[config.mk]
export PLATFORM = sky130hd
export DESIGN_NAME = f32_div_flat
export DESIGN_NICKNAME = d
export VERILOG_FILES = /design/src/rtl/f32_pkg.sv /design/src/rtl/f32_div_if.sv /design/src/rtl/f32_mant_div.sv /design/src/rtl/f32_div.sv /design/src/flat_wrapper.sv
export SDC_FILE = /design/constraint.sdc
export NUM_CORES = 1
export LEC_CHECK = 0
export ABC_CLOCK_PERIOD_IN_PS = 4040
export BUFFER_PORTS_ARGS = -buffer_cell sky130_fd_sc_hd__buf_2
export CAP_MARGIN = 20
export CORE_MARGIN = 3
export CORE_UTILIZATION = 40
export CTS_CLUSTER_SIZE = 25
export DETAILED_ROUTE_END_ITERATION = 12
export SETUP_SLACK_MARGIN = 0.5
export SLEW_MARGIN = 25
export SYNTH_ARGS = -nofsm -noshare
export SYNTH_HDL_FRONTEND = slang
export SYNTH_HIERARCHICAL = 1
export SYNTH_SLANG_ARGS = --single-unit
[constraint.sdc]
create_clock -name clk -period 4.04 [get_ports clk]
set_input_delay 0.404 -clock clk [delete_from_list [all_inputs] [get_ports clk]]
set_output_delay 0.404 -clock clk [all_outputs]
set_load 0.02 [all_outputs]
[src/rtl/f32_pkg.sv]
// Shared single-precision FP definitions for the divider (and later the multiplier).
// Holds format constants, operand classes and the divider FSM states.
package f32_pkg;

    localparam logic [31:0] F32_QNAN = 32'h7FC00000;
    localparam int          F32_BIAS = 127;
    localparam logic [7:0]  EXP_MAX  = 8'hFF;
    localparam int          QBITS    = 25;

    typedef enum logic [1:0] {
        ZERO,
        NORMAL,
        INF,
        NAN
    } f32_class_t;

    typedef enum logic [2:0] {
        IDLE,
        UNPACK,
        DIVIDE,
        NORMALIZE,
        DONE
    } div_state_t;

    // Denormals (exp == 0) are flushed, so they classify as ZERO.
    function automatic f32_class_t classify(input logic [7:0] exp_f, input logic [22:0] frac_f);
        if (exp_f == 8'd0)
            return ZERO;
        else if (exp_f == EXP_MAX)
            return (frac_f != 23'd0) ? NAN : INF;
        else
            return NORMAL;
    endfunction

endpackage

[src/rtl/f32_div_if.sv]
// Start/done handshake, operands, quotient and flags of the f32 divider.
interface f32_div_if;

    logic [31:0] a;
    logic [31:0] b;
    logic        start;
    logic        busy;
    logic        done;
    logic [31:0] q;
    logic        overflow_o;
    logic        underflow_o;
    logic        div_by_zero_o;
    logic        invalid_o;

    modport master (
        output a, b, start,
        input  busy, done, q, overflow_o, underflow_o, div_by_zero_o, invalid_o
    );

    modport slave (
        input  a, b, start,
        output busy, done, q, overflow_o, underflow_o, div_by_zero_o, invalid_o
    );

endinterface

[src/rtl/f32_mant_div.sv]
// Radix-2 restoring mantissa divider: one quotient bit per step, QBITS bits total.
module f32_mant_div
    import f32_pkg::*;
(
    input  logic        clk,
    input  logic        rst_n,
    input  logic        load,
    input  logic        step,
    input  logic [23:0] dividend,
    input  logic [23:0] divisor,
    output logic [24:0] quo,
    output logic        last,
    output logic        valid
);

    logic [25:0] rem;
    logic [23:0] dsr;
    logic [4:0]  cnt;
    logic        ge;
    logic [25:0] next_rem;

    assign ge       = rem >= {2'b00, dsr};
    assign next_rem = ge ? (rem - {2'b00, dsr}) : rem;
    assign last     = cnt == 5'(QBITS - 1);

    always_ff @(posedge clk or negedge rst_n) begin
        if (!rst_n) begin
            rem   <= '0;
            dsr   <= '0;
            quo   <= '0;
            cnt   <= '0;
            valid <= 1'b0;
        end else if (load) begin
            rem   <= {2'b00, dividend};
            dsr   <= divisor;
            quo   <= '0;
            cnt   <= '0;
            valid <= 1'b0;
        end else if (step) begin
            rem   <= next_rem << 1;
            quo   <= {quo[23:0], ge};
            cnt   <= cnt + 5'd1;
            valid <= last;
        end
    end

endmodule

[src/rtl/f32_div.sv]
// Multi-cycle IEEE-754 single-precision divider q = a / b, truncating, denormals flushed.
module f32_div
    import f32_pkg::*;
(
    input  logic       clk,
    input  logic       rst_n,
    f32_div_if.slave   bus
);

    localparam logic signed [9:0] BIAS_S = 10'(F32_BIAS);

    div_state_t        state;
    logic [31:0]       op_a;
    logic [31:0]       op_b;
    logic              sign_q;
    logic signed [9:0] exp_d;

    f32_class_t        cls_a;
    f32_class_t        cls_b;
    logic              sgn_ab;
    logic              spec_hit;
    logic [31:0]       spec_q;
    logic              spec_inv;
    logic              spec_dbz;

    logic [24:0]       quo;
    logic              mant_last;
    logic              mant_valid;

    logic [22:0]       frac;
    logic signed [9:0] exp_n;
    logic signed [9:0] shamt;
    logic [22:0]       sub_sig;
    logic [31:0]       norm_q;
    logic              norm_ovf;
    logic              norm_unf;

    assign cls_a  = classify(op_a[30:23], op_a[22:0]);
    assign cls_b  = classify(op_b[30:23], op_b[22:0]);
    assign sgn_ab = op_a[31] ^ op_b[31];

    // Special-operand results, checked in priority order; NaN wins over everything.
    always_comb begin
        spec_hit = 1'b1;
        spec_q   = F32_QNAN;
        spec_inv = 1'b0;
        spec_dbz = 1'b0;
        if (cls_a == NAN || cls_b == NAN) begin
            spec_q = F32_QNAN;
        end else if ((cls_a == ZERO && cls_b == ZERO) || (cls_a == INF && cls_b == INF)) begin
            spec_inv = 1'b1;
        end else if (cls_a == INF) begin
            spec_q = {sgn_ab, EXP_MAX, 23'd0};
        end else if (cls_b == INF) begin
            spec_q = {sgn_ab, 31'd0};
        end else if (cls_b == ZERO) begin
            spec_q   = {sgn_ab, EXP_MAX, 23'd0};
            spec_dbz = 1'b1;
        end else if (cls_a == ZERO) begin
            spec_q = {sgn_ab, 31'd0};
        end else begin
            spec_hit = 1'b0;
        end
    end

    f32_mant_div u_mant_div (
        .clk      (clk),
        .rst_n    (rst_n),
        .load     (state == UNPACK && !spec_hit),
        .step     (state == DIVIDE),
        .dividend ({1'b1, op_a[22:0]}),
        .divisor  ({1'b1, op_b[22:0]}),
        .quo      (quo),
        .last     (mant_last),
        .valid    (mant_valid)
    );

    // Quotient lies in [2^23, 2^25); the top bit picks the normalisation shift.
    always_comb begin
        norm_ovf = 1'b0;
        norm_unf = 1'b0;
        sub_sig  = '0;
        if (quo[24]) begin
            frac  = quo[23:1];
            exp_n = exp_d;
        end else begin
            frac  = quo[22:0];
            exp_n = exp_d - 10'sd1;
        end
        shamt  = 10'sd1 - exp_n;
        norm_q = {sign_q, exp_n[7:0], frac};
        if (exp_n >= 10'sd255) begin
            norm_q   = {sign_q, EXP_MAX, 23'd0};
            norm_ovf = 1'b1;
        end else if (exp_n <= 10'sd0) begin
            norm_unf = 1'b1;
            if (shamt > 10'sd23) begin
                norm_q = {sign_q, 31'd0};
            end else begin
                sub_sig = 23'({1'b1, frac} >> shamt);
                norm_q  = {sign_q, 8'd0, sub_sig};
            end
        end
    end

    always_ff @(posedge clk or negedge rst_n) begin
        if (!rst_n) begin
            state             <= IDLE;
            op_a              <= '0;
            op_b              <= '0;
            sign_q            <= 1'b0;
            exp_d             <= '0;
            bus.busy          <= 1'b0;
            bus.done          <= 1'b0;
            bus.q             <= '0;
            bus.overflow_o    <= 1'b0;
            bus.underflow_o   <= 1'b0;
            bus.div_by_zero_o <= 1'b0;
            bus.invalid_o     <= 1'b0;
        end else begin
            bus.done <= 1'b0;
            case (state)
                IDLE: begin
                    if (bus.start) begin
                        op_a     <= bus.a;
                        op_b     <= bus.b;
                        bus.busy <= 1'b1;
                        state    <= UNPACK;
                    end
                end
                UNPACK: begin
                    sign_q <= sgn_ab;
                    exp_d  <= $signed({2'b00, op_a[30:23]}) - $signed({2'b00, op_b[30:23]}) + BIAS_S;
                    if (spec_hit) begin
                        bus.q             <= spec_q;
                        bus.overflow_o    <= 1'b0;
                        bus.underflow_o   <= 1'b0;
                        bus.div_by_zero_o <= spec_dbz;
                        bus.invalid_o     <= spec_inv;
                        bus.done          <= 1'b1;
                        state             <= DONE;
                    end else begin
                        state <= DIVIDE;
                    end
                end
                DIVIDE: begin
                    if (mant_last)
                        state <= NORMALIZE;
                end
                NORMALIZE: begin
                    if (mant_valid) begin
                        bus.q             <= norm_q;
                        bus.overflow_o    <= norm_ovf;
                        bus.underflow_o   <= norm_unf;
                        bus.div_by_zero_o <= 1'b0;
                        bus.invalid_o     <= 1'b0;
                        bus.done          <= 1'b1;
                        state             <= DONE;
                    end
                end
                DONE: begin
                    bus.busy <= 1'b0;
                    state    <= IDLE;
                end
                default: begin
                    bus.busy <= 1'b0;
                    state    <= IDLE;
                end
            endcase
        end
    end

endmodule
[src/flat_wrapper.sv]
// flat-port wrapper written by rule: the top's interface ports become plain ports
module f32_div_flat import f32_pkg::*;
  (clk, rst_n, bus_a, bus_b, bus_start, bus_busy, bus_done, bus_q, bus_overflow_o, bus_underflow_o, bus_div_by_zero_o, bus_invalid_o);
  f32_div_if bus_i ();
  input  logic clk;
  input  logic rst_n;
  input wire logic [$bits(bus_i.a)-1:0] bus_a;
  input wire logic [$bits(bus_i.b)-1:0] bus_b;
  input wire logic [$bits(bus_i.start)-1:0] bus_start;
  output wire logic [$bits(bus_i.busy)-1:0] bus_busy;
  output wire logic [$bits(bus_i.done)-1:0] bus_done;
  output wire logic [$bits(bus_i.q)-1:0] bus_q;
  output wire logic [$bits(bus_i.overflow_o)-1:0] bus_overflow_o;
  output wire logic [$bits(bus_i.underflow_o)-1:0] bus_underflow_o;
  output wire logic [$bits(bus_i.div_by_zero_o)-1:0] bus_div_by_zero_o;
  output wire logic [$bits(bus_i.invalid_o)-1:0] bus_invalid_o;
  assign bus_i.a = bus_a;
  assign bus_i.b = bus_b;
  assign bus_i.start = bus_start;
  assign bus_busy = bus_i.busy;
  assign bus_done = bus_i.done;
  assign bus_q = bus_i.q;
  assign bus_overflow_o = bus_i.overflow_o;
  assign bus_underflow_o = bus_i.underflow_o;
  assign bus_div_by_zero_o = bus_i.div_by_zero_o;
  assign bus_invalid_o = bus_i.invalid_o;
  f32_div u_core (.clk(clk), .rst_n(rst_n), .bus(bus_i));
endmodule
==> impl_metrics.env <==
export IMPL_multi_input_area_um2=6830
export IMPL_pre_cts_slack_ns=0.443
export IMPL_ant_nets=0
export IMPL_seq_area_um2=4930
export IMPL_rsz0062_at_grt="yes"
export IMPL_timing_final_crit_period_ns=3.49
export IMPL_clkSlewWorstSetupHoldPaths_ns=0.08
export IMPL_seq_area_frac_synth=0.403
export IMPL_timing_rr_start="u_core/exp_d[1]$_DFFE_PN0N_"
export IMPL_grtUsageTotal=0.179
export IMPL_ys_types=89
export IMPL_cts_root_buffer="clkbuf_16"
export IMPL_timing_fmax_mhz=286
export IMPL_drt_vias_per_instance=5.46
export IMPL_synth_area_top_cells="dfrtp_1 40%, mux2i_1 9.6%, mux2_2 5.7%, o21ai_0 4.4%, ha_1 3.8%"
export IMPL_rrSetupSlack_ns=0.55
export IMPL_worstSetupEndpointType="register"
export IMPL_ff2ff_path_depth=12
export IMPL_finalSetupViolations=0
export IMPL_required_ns=4.42
export IMPL_async_reset_ff_frac=1.00
export IMPL_syn_cell_area_um2=12200
export IMPL_dieHeight_um=181
export IMPL_critPathTopFamily="simple AND/OR/NAND/NOR gates"
export IMPL_drc=0
export IMPL_path_buf_inv=3
export IMPL_avgRoutedWirePerCell_um=16.9
export IMPL_syn2layout_area_growth_pct=13.5
export IMPL_start_kind="register"
export IMPL_syn_instance_count=1271
export IMPL_fin_area_um2=13900
export IMPL_ys_warn_count=6
export IMPL_max_stage_delay_ns=0.50
export IMPL_grt_pass1_wl_um=48700
export IMPL_fin_crit_sh=0.865
export IMPL_grt_ovfl_total=0
export IMPL_synth_top_area_cell="dfrtp_1"
export IMPL_grt_max_degree=101
export IMPL_crit_fanout=14
export IMPL_cts_tree="yes"
export IMPL_drt_total_wl_um=29800
export IMPL_boundaryPins=105
export IMPL_slew_headroom=0.355
export IMPL_finClkSkew_ns=0.0158
export IMPL_fillers=2882
export IMPL_ys_seq_elements=197
export IMPL_setup_slack_ns=0.547
export IMPL_clockBufferDepth=2
export IMPL_htreeDepth=4
export IMPL_setup_tns_ns=0
export IMPL_clock_sinks=197
export IMPL_clock_latency_ns=0.45
export IMPL_fp_dieW_um=181
export IMPL_dr_first_iter_drc_count=551
export IMPL_crit_chain="inv_1 > ha_2 > mux2i_4 > bufinv_8 > ha_2 > o2111ai_1 > or4b_4 > a211oi_4 > buf_4 > nand4_4 > nor3b_4 > a221o_1"
export IMPL_synthFlopType="dfrtp_1"
export IMPL_finalNetCount=1460
export IMPL_cap_violations=0
export IMPL_grt_pass1_vias=9238
export IMPL_critical_path_class="register to register"
export IMPL_drt_pass1_iter_count=7
export IMPL_coreArea_um2=29900
export IMPL_drive_above_1_share=0.214
export IMPL_min_path_type="primary input to async pin"
export IMPL_gp_congestion=0.912
export IMPL_avgSynthCellArea_um2=9.63
export IMPL_status="completed"
export IMPL_cpMaxStageDelayCell="or4b_4"
export IMPL_dieArea_um2=32700
export IMPL_synth_edf_count=0
export IMPL_dp_hpwl_um=21300
export IMPL_start_util=0.410
export IMPL_core_rowCount=63
export IMPL_vias=9592
export IMPL_n_antenna_cell=0
export IMPL_worst_pin_slew_ns=0.961
export IMPL_r2r_end="u_core/bus.q[17]$_DFFE_PN0P_"
export IMPL_io_buffers=104
export IMPL_arrival_ns=3.88
export IMPL_cts_buffers=17
export IMPL_finalMaxSlewViolations=0
export IMPL_antenna_found_initial=0
export IMPL_yosysTopAreaCellShare=0.403
export IMPL_critPathMostFrequentCell="ha_2"
export IMPL_place_area_um2=13100
export IMPL_hold_viol_final=0
## Yosys cell counts, types with 4 or more instances
library cell	instances
a21oi_1	80
nor2b_1	13
clkbuf_1	41
buf_1	18
a21o_1	18
nand2b_1	11
ha_1	37
o21a_1	5
mux2_2	62
nand2_1	106
buf_2	5
xor2_1	20
mux4_2	5
nand4_1	17
o211ai_1	8
nor3_1	15
inv_1	63
or3_1	7
nand3_1	10
nor3b_1	17
buf_6	6
o31ai_1	6
dfrtp_1	197
or2_2	7
a221oi_1	5
a211oi_1	9
xnor2_1	30
o21ai_0	107
o221ai_1	4
mux2i_1	117
a31oi_1	9
a221o_1	17
nor4_1	20
nor2_1	99
## worst max-delay path by stage
stage                                            from                      endpoint  slack [ns]  depth (start not counted)
after detailed placement  u_core/exp_d[3]$_DFFE_PN0N_   u_core/bus.q[0]$_DFFE_PN0P_        0.44                          8
after CTS                 u_core/exp_d[1]$_DFFE_PN0N_  u_core/bus.q[18]$_DFFE_PN0P_        0.54                         10
after floorplan           u_core/exp_d[0]$_DFFE_PN0N_  u_core/bus.q[16]$_DFFE_PN0P_        0.52                         14
after global routing      u_core/exp_d[1]$_DFFE_PN0N_   u_core/bus.q[0]$_DFFE_PN0P_        0.37                         12
after global placement    u_core/exp_d[3]$_DFFE_PN0N_   u_core/bus.q[1]$_DFFE_PN0P_        0.54                          8
final                     u_core/exp_d[1]$_DFFE_PN0N_  u_core/bus.q[17]$_DFFE_PN0P_        0.55                         12
## layout make-up
class,count,share of cell area
Timing Repair inverter,1,0.000360
Multi-Input combinational cell,937,0.492
Clock buffer,18,0.0316
Inverter,65,0.0186
Clock inverter,14,0.0114
Sequential cell,197,0.355
Tap cell,390,0.0351
Timing Repair Buffer,135,0.0558
## cell families after synthesis
kind of cell,after synthesis,synth area share
compound gates,308,0.161
xor+xnor,50,0.0358
fa+ha+maj,39,0.0411
buf+inv,138,0.0501
flops,197,0.403
mux,184,0.162
other cells,1,0.000306
simple gates,354,0.147
## stage by stage
stage	utilization	instances	hold slack, ns
after floorplan	-	1272	0.108
after global placement	0.437	1706	0.464
after detailed placement	0.437	1706	0.471
after CTS	0.457	1738	0.0636
after global routing	0.465	1757	0.0685
final	0.465	1757	0.0251
## sequential cells by signal, indices dropped and copies added (netlist names), 5 cells and up
| signal | cells |
|---|---|
| u_core/op_a | 32 |
| u_core/op_b | 32 |
| u_core/bus.q | 32 |
| u_core/u_mant_div/dsr | 24 |
| u_core/exp_d | 10 |
| u_core/u_mant_div/rem | 26 |
| u_core/u_mant_div/cnt | 5 |
| u_core/u_mant_div/quo | 25 |
## routing by layer
layer	up-vias	wire, um	global-route usage
li1	4744	-	-
met1	4613	14200	0.253
met2	198	13900	0.288
met3	37	1100	0.0272
met4	0	476	0.0457
met5	-	0	0
## worst reg2reg max path, stage by stage, from the launching register on
cell and delay, ns:
dfrtp_2 0.44, inv_1 0.14, ha_2 0.32, mux2i_4 0.16, bufinv_8 0.25, ha_2 0.23
o2111ai_1 0.11, or4b_4 0.50, a211oi_4 0.36, buf_4 0.18, nand4_4 0.13, nor3b_4 0.40
a221o_1 0.21
## cell usage in the layout, fill, tap and decap left out, types with 6 or more instances in the layout
cell / n
dfrtp_1: 193
mux2i_1: 116
nand2_1: 106
buf_2: 104
o21ai_0: 104
nor2_1: 99
a21oi_1: 80
inv_1: 63
mux2_2: 62
ha_1: 35
buf_4: 28
xnor2_1: 28
xor2_1: 19
a21o_1: 18
clkbuf_16: 17
nand4_1: 17
a221o_1: 17
nor4_1: 16
nor3b_1: 16
nor3_1: 15
nor2b_1: 12
nand2b_1: 11
nand3_1: 10
a211oi_1: 9
a31oi_1: 9
o211ai_1: 8
or2_2: 7
or3_1: 6
o31ai_1: 6
## repair_timing
item	4_1_cts	5_1_grt
gates resized for setup	1	22
hold buffers	0	0
gates cloned	0	1
setup endpoints to repair	21	32
buffers inserted	0	18
pin swaps	0	10
Power is not shown: default switching activity piles up to over one toggle a cycle in this logic, so the estimate is an artifact.
